### src/rtl/instr_packer.sv
// instr_packer: packs RISC-V fields into 32-bit words, buffers them in a
// small FIFO and streams them to instruction memory at incrementing addresses.
module instr_packer #(
  parameter int DEPTH  = 4,
  parameter int ADDR_W = 10
) (
  input  logic                       clk,
  input  logic                       rst_n,
  input  logic                       base_load,
  input  logic [ADDR_W-1:0]          base_addr,
  input  logic                       in_valid,
  output logic                       in_ready,
  input  logic [6:0]                 opcode,
  input  logic [4:0]                 rd,
  input  logic [2:0]                 funct3,
  input  logic [4:0]                 rs1,
  input  logic [4:0]                 rs2,
  input  logic [6:0]                 funct7,
  output logic                       wr_valid,
  input  logic                       wr_ready,
  output logic [ADDR_W-1:0]          wr_addr,
  output logic [31:0]                wr_data,
  output logic [$clog2(DEPTH):0]     count,
  output logic                       err
);

  localparam int PW = $clog2(DEPTH);
  localparam int CW = PW + 1;
  localparam logic [CW-1:0] FULL = CW'(DEPTH);

  logic [31:0]       mem [DEPTH];
  logic [PW-1:0]     wptr;
  logic [PW-1:0]     rptr;
  logic [CW-1:0]     cnt;
  logic [ADDR_W-1:0] addr;
  logic              err_q;

  logic [31:0] word;
  logic        legal;
  logic        push;
  logic        store;
  logic        pop;

  assign word  = {funct7, rs2, rs1, funct3, rd, opcode};
  assign legal = (opcode[1:0] == 2'b11);

  assign in_ready = (cnt != FULL);
  assign wr_valid = (cnt != '0);

  assign push  = in_valid && in_ready;
  assign store = push && legal;
  assign pop   = wr_valid && wr_ready;

  assign wr_data = mem[rptr];
  assign wr_addr = addr;
  assign count   = cnt;
  assign err     = err_q;

  always_ff @(posedge clk or negedge rst_n) begin
    if (!rst_n) begin
      for (int i = 0; i < DEPTH; i++) begin
        mem[i] <= '0;
      end
      wptr  <= '0;
      rptr  <= '0;
      cnt   <= '0;
      addr  <= '0;
      err_q <= 1'b0;
    end else begin
      if (store) begin
        mem[wptr] <= word;
        wptr      <= wptr + 1'b1;
      end
      if (pop) begin
        rptr <= rptr + 1'b1;
      end
      unique case (1'b1)
        (store && !pop): cnt <= cnt + 1'b1;
        (pop && !store): cnt <= cnt - 1'b1;
        default:         cnt <= cnt;
      endcase
      // base_load overrides a same-cycle pop increment
      if (base_load) begin
        addr  <= {base_addr[ADDR_W-1:2], 2'b00};
        err_q <= 1'b0;
      end else begin
        if (pop) begin
          addr <= addr + ADDR_W'(4);
        end
        if (push && !legal) begin
          err_q <= 1'b1;
        end
      end
    end
  end

endmodule

### config.mk
export PLATFORM = sky130hd
export DESIGN_NAME = instr_packer
export DESIGN_NICKNAME = d
export VERILOG_FILES = /design/src/rtl/instr_packer.sv
export SDC_FILE = /design/constraint.sdc
export NUM_CORES = 1
export LEC_CHECK = 0
export BUFFER_PORTS_ARGS = -buffer_cell sky130_fd_sc_hd__clkbuf_2
export CORE_MARGIN = 5
export CORE_UTILIZATION = 59
export CTS_BUF_LIST = sky130_fd_sc_hd__clkbuf_8
export CTS_CLUSTER_SIZE = 28
export DETAILED_ROUTE_END_ITERATION = 10
export PLACE_DENSITY_LB_ADDON = 0.25
export SLEW_MARGIN = 20
export SYNTH_ARGS = -nofsm -noshare
export SYNTH_HDL_FRONTEND = slang
export SYNTH_SLANG_ARGS = --single-unit
### constraint.sdc
create_clock -name clk -period 2.4 [get_ports clk]
set_input_delay 0.12 -clock clk [delete_from_list [all_inputs] [get_ports clk]]
set_output_delay 0.12 -clock clk [all_outputs]
set_load 0.01 [all_outputs]
# Yosys cells after proc, flatten, opt, wreduce, memory -nomap -nowiden
# Index checks and enable logic that the tools add are counted.
[word_totals]
register_bits = 146
in_bits = 47
output_inout_bits = 48
word_cells = 46
[classes]
add_sub_neg = 5
order_cmp = 3
eq_ne = 2
muxes = 11
bitwise = 2
n_reduce_logical = 14
[op_table]
columns = ["operator", "count"]
rows = [
  ["bitwise mux 128 bit", 1],
  ["two-way mux 32 bit", 3],
  ["binary-select mux 32 bit (select 2 bit)", 1],
  ["demux 32 bit (select 2 bit)", 1],
  ["two-way mux 10 bit", 2],
  ["adder 10 x 3 -> 10 bit (second input constant)", 1],
  ["logical AND 1 bit", 7],
  [">= comparator 3 bit (second input constant)", 2],
  ["inverter 2 -> 3 bit", 2],
  ["case mux 3 bit (2 select lines)", 1],
  ["nonzero test 2 bit", 3],
  ["adder 2 x 1 -> 2 bit (second input constant)", 2],
  ["adder 3 x 1 -> 3 bit (second input constant)", 1],
  ["logical NOT 1 bit", 3],
  ["less-than comparator 3 x 1 -> 1 bit (second input constant)", 1],
  ["inequality test 3 bit (second input constant)", 1],
  ["nonzero test 3 bit", 1],
  ["subtractor 3 x 1 -> 3 bit (second input constant)", 1],
  ["== test 2 bit (second input constant)", 1],
  ["two-way mux 1 bit", 2],
]

# Depth between registers and ports, before layout
[depth]
ltp_word = 6
depth_mapped = 9
ltp_nobuf = 8

# Least setup slack after synthesis
# No wires, ideal clock.
[synth_path]
path_kind = "register -> register"
from = "reg cnt[0] (netlist: count[0])"
to = "reg cnt[2] (netlist: count[2])"
arrival_ns = 2.129
required_ns = 2.321
slack_ns = 0.192
path_stages_with_launch = 10
n_path_buf = 1
synth_period_minus_slack_ns = 2.208
cell_sequence = "dfrtp_1 > or3b_1 > buf_6 > nand3_1 > ha_1 > inv_1 > fa_1 > xor2_1 > nor2_1 > xor2_1"
[synth_via]
elab_chain_cells = 6
word_cells_on_any_way = 13
cone_classes = "2 x add/sub; 1 x eq/ne; 1 x mux; 9 x reduce/logical"
[synth_lines]
columns = ["element", "line_no", "source"]
rows = [
  ["start, declared", "34", "logic [CW-1:0] cnt;"],
  ["start signal, assigned", "78", "(store && !pop): cnt <= cnt + 1'b1;"],
  ["start signal, assigned", "79", "(pop && !store): cnt <= cnt - 1'b1;"],
  ["start signal, assigned", "80", "default: cnt <= cnt;"],
  ["inequality test 3 bit *", "47", "assign in_ready = (cnt != FULL);"],
  ["net in_ready", "12", "output logic in_ready,"],
  ["logical AND 1 bit *", "50", "assign push = in_valid && in_ready;"],
  ["logical AND 1 bit *", "51", "assign store = push && legal;"],
  ["logical NOT 1 bit", "79", ""],
  ["logical AND 1 bit", "79", ""],
  ["case mux 3 bit (2 select lines) or nonzero test 2 bit (tied branches)", "-", ""],
]
# The timed path passes the listed nets; every way through them passes the cells marked *.
# A chain may end at the register's enable or synchronous reset.

# Worst setup path after layout
[layout_path]
from = "reg cnt[0] (netlist: count[0])"
to = "reg cnt[2] (netlist: count[2])"
[layout_via]
elab_chain_cells = 6
word_cells_on_any_way = 13
cone_classes = "2 x add/sub; 1 x eq/ne; 1 x mux; 9 x reduce/logical"
[layout_lines]
columns = ["element", "line_no"]
rows = [
  ["inequality test 3 bit", "47"],
  ["logical AND 1 bit", "50"],
  ["logical AND 1 bit", "51"],
  ["logical NOT 1 bit", "79"],
  ["logical AND 1 bit", "79"],
  ["case mux 3 bit (2 select lines) or nonzero test 2 bit (tied branches)", "-"],
]
# Several ways; a longest one is shown, not always the timed one.

==> metrics.txt <==
Num CTS Buffers 17; Synth cell types 35; WP buf/inv 1; io pins 95; number of setup buffers added after CTS 0; Worst R2R Start count[0]$_DFFE_PN0P_; WHS 25.9 ps; period utilisation layout 0.900; Worst Setup End Kind register; HP Start opcode[1]; DRC violations left 0; mapped cell area 0.00655 sq mm; CTS sink count 144; top cell type by total area after synthesis dfrtp_1; max_cap viols 0; xor/xnor share of the synthesized area 0.0107; Compound-Gate Fraction of Synth Area 0.0141; Critical-path top delay cell dfrtp_1; Ant. Diodes 0; RSZ-0062 raised after global routing false; die height 115 um; CTS tree done; Final Hold Vio Count 0; Area contributors post-synth dfrtp_1, mux2_2, mux4_2, buf_8, nand4_4; Setup Viol. Count Final 0; Post-Route Utilization 0.726; post-route setup TNS 0 ps; simple-gate area share of the yosys netlist 0.0470; grt ovf 0; most frequent CP cell xor2_1; final antenna-violating net count 0; Worst Setup SP count[0]$_DFFE_PN0P_; vias per cell 5.58; ys async rst share 1.00; Setup crit start kind register; gr usage total 0.215; Required @ worst endpoint 2770 ps; H-tree depth 4; Syn Area/Cell 16.2 sq um; Clock Latency Late Sink 450 ps; most frequent cell after synthesis dfrtp_1; fillers 685; max-slew violation count 0; first-pass GRT wire length 21.7 mm; Pwr Total 9.80 mW; synthesis-to-finish area growth 20.1%; # rows 38; Post-synth EDFFs 0; largest net degree at the start of global routing 105; post-cts sizing count 0; post-synthesis mux area share 0.321; post-route minimum period 2160 ps; CP max stage delay 450 ps; area occupied by multi-input gates 0.00268 sq mm; CP Class reg -> reg; Pwr Density 1250 mW/mm^2; worst path cell trace or3b_1 -> nand3_1 -> ha_1 -> inv_1 -> fa_1 -> xor2_1 -> nor2_1 -> xor2_1; fin nets 597; fmax 463 MHz; status finished, final reports clean; Worst Clk Skew 9.64 ps; Hold WC Path Type in -> reg; DIE AREA 0.0133 sq mm; Top Family by Delay on Critical Path simple AND/OR/NAND/NOR gates; CTS Root Cell clkbuf_8; post-synthesis sequential area ratio 0.550; Post-synth top cells dfrtp_1, mux2_2, mux4_2; cts hold-fix bufs 40; Total Wirelength 12.8 mm; Worst Tran Pin Value 530 ps; core area 0.0108 sq mm; Post-Syn Instances 404; CTS clk-pin slew, worst paths 70 ps; routability cong. 0.834; First-pass DRT Iterations 5; Rel. slew slack 0.647; IO buf count 90; clock buffer depth 2; chip width 115 um; Adder-Cell Fraction of Synth Area 0.0145; Leak 3.63 nW; CP arrival 2530 ps; Yosys warning count 0; layout cells sized above 1 0.521; largest fanout on the critical path 7; via count 3881; peak supply drop 0.000723 V; Seq. cell area 0.00360 sq mm; Synth top area share 0.550; Seq cells post-synth 144; Iteration-0 DRC Markers 175; Starting Density 0.604; flop2flop setup slack 240 ps; wire per inst 18.5 um; initial antenna violation count 0; largest family of logic cells by synthesized area multiplexers; dpl hpwl 8.27 mm; vias in the first global route 4303; top_reg_cell synth dfrtp_1
## cell families (layout without fill, tap and decap cells)
kind of cell,after synthesis,after routing
and+or+nand+nor,44,44
adders and majority gates,7,7
buffers and inverters,32,182
xor gates and xnor gates,8,8
AOI/OAI and AO/OA,13,13
DFF,144,144
other,1,2
muxes,155,155
## routing by layer
layer,routed length [um],GRT usage,vias up,part of all wire
met3,639,0.0674,13,0.050
met2,6690,0.355,95,0.52
li1,-,-,1774,-
met5,0,0,-,0
met4,154,0.0728,0,0.012
met1,5350,0.272,1999,0.42
## state kept, by name, indices dropped and copies added (netlist names)
| register | cells |
|---|---|
| rptr | 2 |
| mem | 128 |
| wr_addr | 8 |
| err | 1 |
| count | 3 |
| wptr | 2 |
## metrics by stage
step	std cells	cell area [sq um]	worst slack (ps)
2_1_floorplan	405	6560	192
3_3_place_gp	624	7080	282
3_5_place_dp	624	7080	239
4_1_cts	695	7870	214
5_1_grt	695	7870	66.4
6_report	695	7870	240
## final cells by class
cell class	instances	share of cell area
flip-flops and latches	144	0.458
well taps	140	0.0223
inverters	7	0.00334
clock inverters	10	0.0122
repair buffers	144	0.127
clock buffers	21	0.0367
multi-input cells	229	0.340
## worst reg2reg max path, delay by kind of cell (launching register included)
kind / cells / cell delay [ps]
AND/OR/NAND/NOR: 3 / 690
adder cells (fa/ha/maj): 2 / 570
flip-flops: 1 / 450
XOR/XNOR: 2 / 310
buffers and inverters: 1 / 60
## power breakdown
group          switching (mW)  total (mW)  internal (mW)
Clock                   0.855        1.86           1.01
Sequential              0.576        4.10           3.52
Combinational            1.63        3.84           2.21
## path summary, 6_finish.rpt
| path | end | cells past startpoint |
|---|---|---|
| max | count[2]$_DFFE_PN0P_ | 8 |
| min | err$_DFFE_PN0P_ | 4 |
| max reg2reg | count[2]$_DFFE_PN0P_ | 8 |
| min reg2reg | mem[1]$_DFFE_PN0P_ | 1 |
| max in group asynchronous | rptr[0]$_DFFE_PN0P_ | 3 |
| min in group asynchronous | mem[109]$_DFFE_PN0P_ | 2 |
## layout by cell type, fill, tap and decap left out, drive strengths merged, types with 4 or more instances in the layout
cell type	netlist	final
or4	4	4
inv	7	12
xnor2	5	5
nand2	10	10
mux2	121	121
dlygate4sd3	0	40
nand3	7	7
ha	6	6
nand2b	8	8
mux4	32	32
dfrtp	144	144
nand4	6	6
clkbuf	5	110
buf	20	15
(Power assumes the default switching activity.)
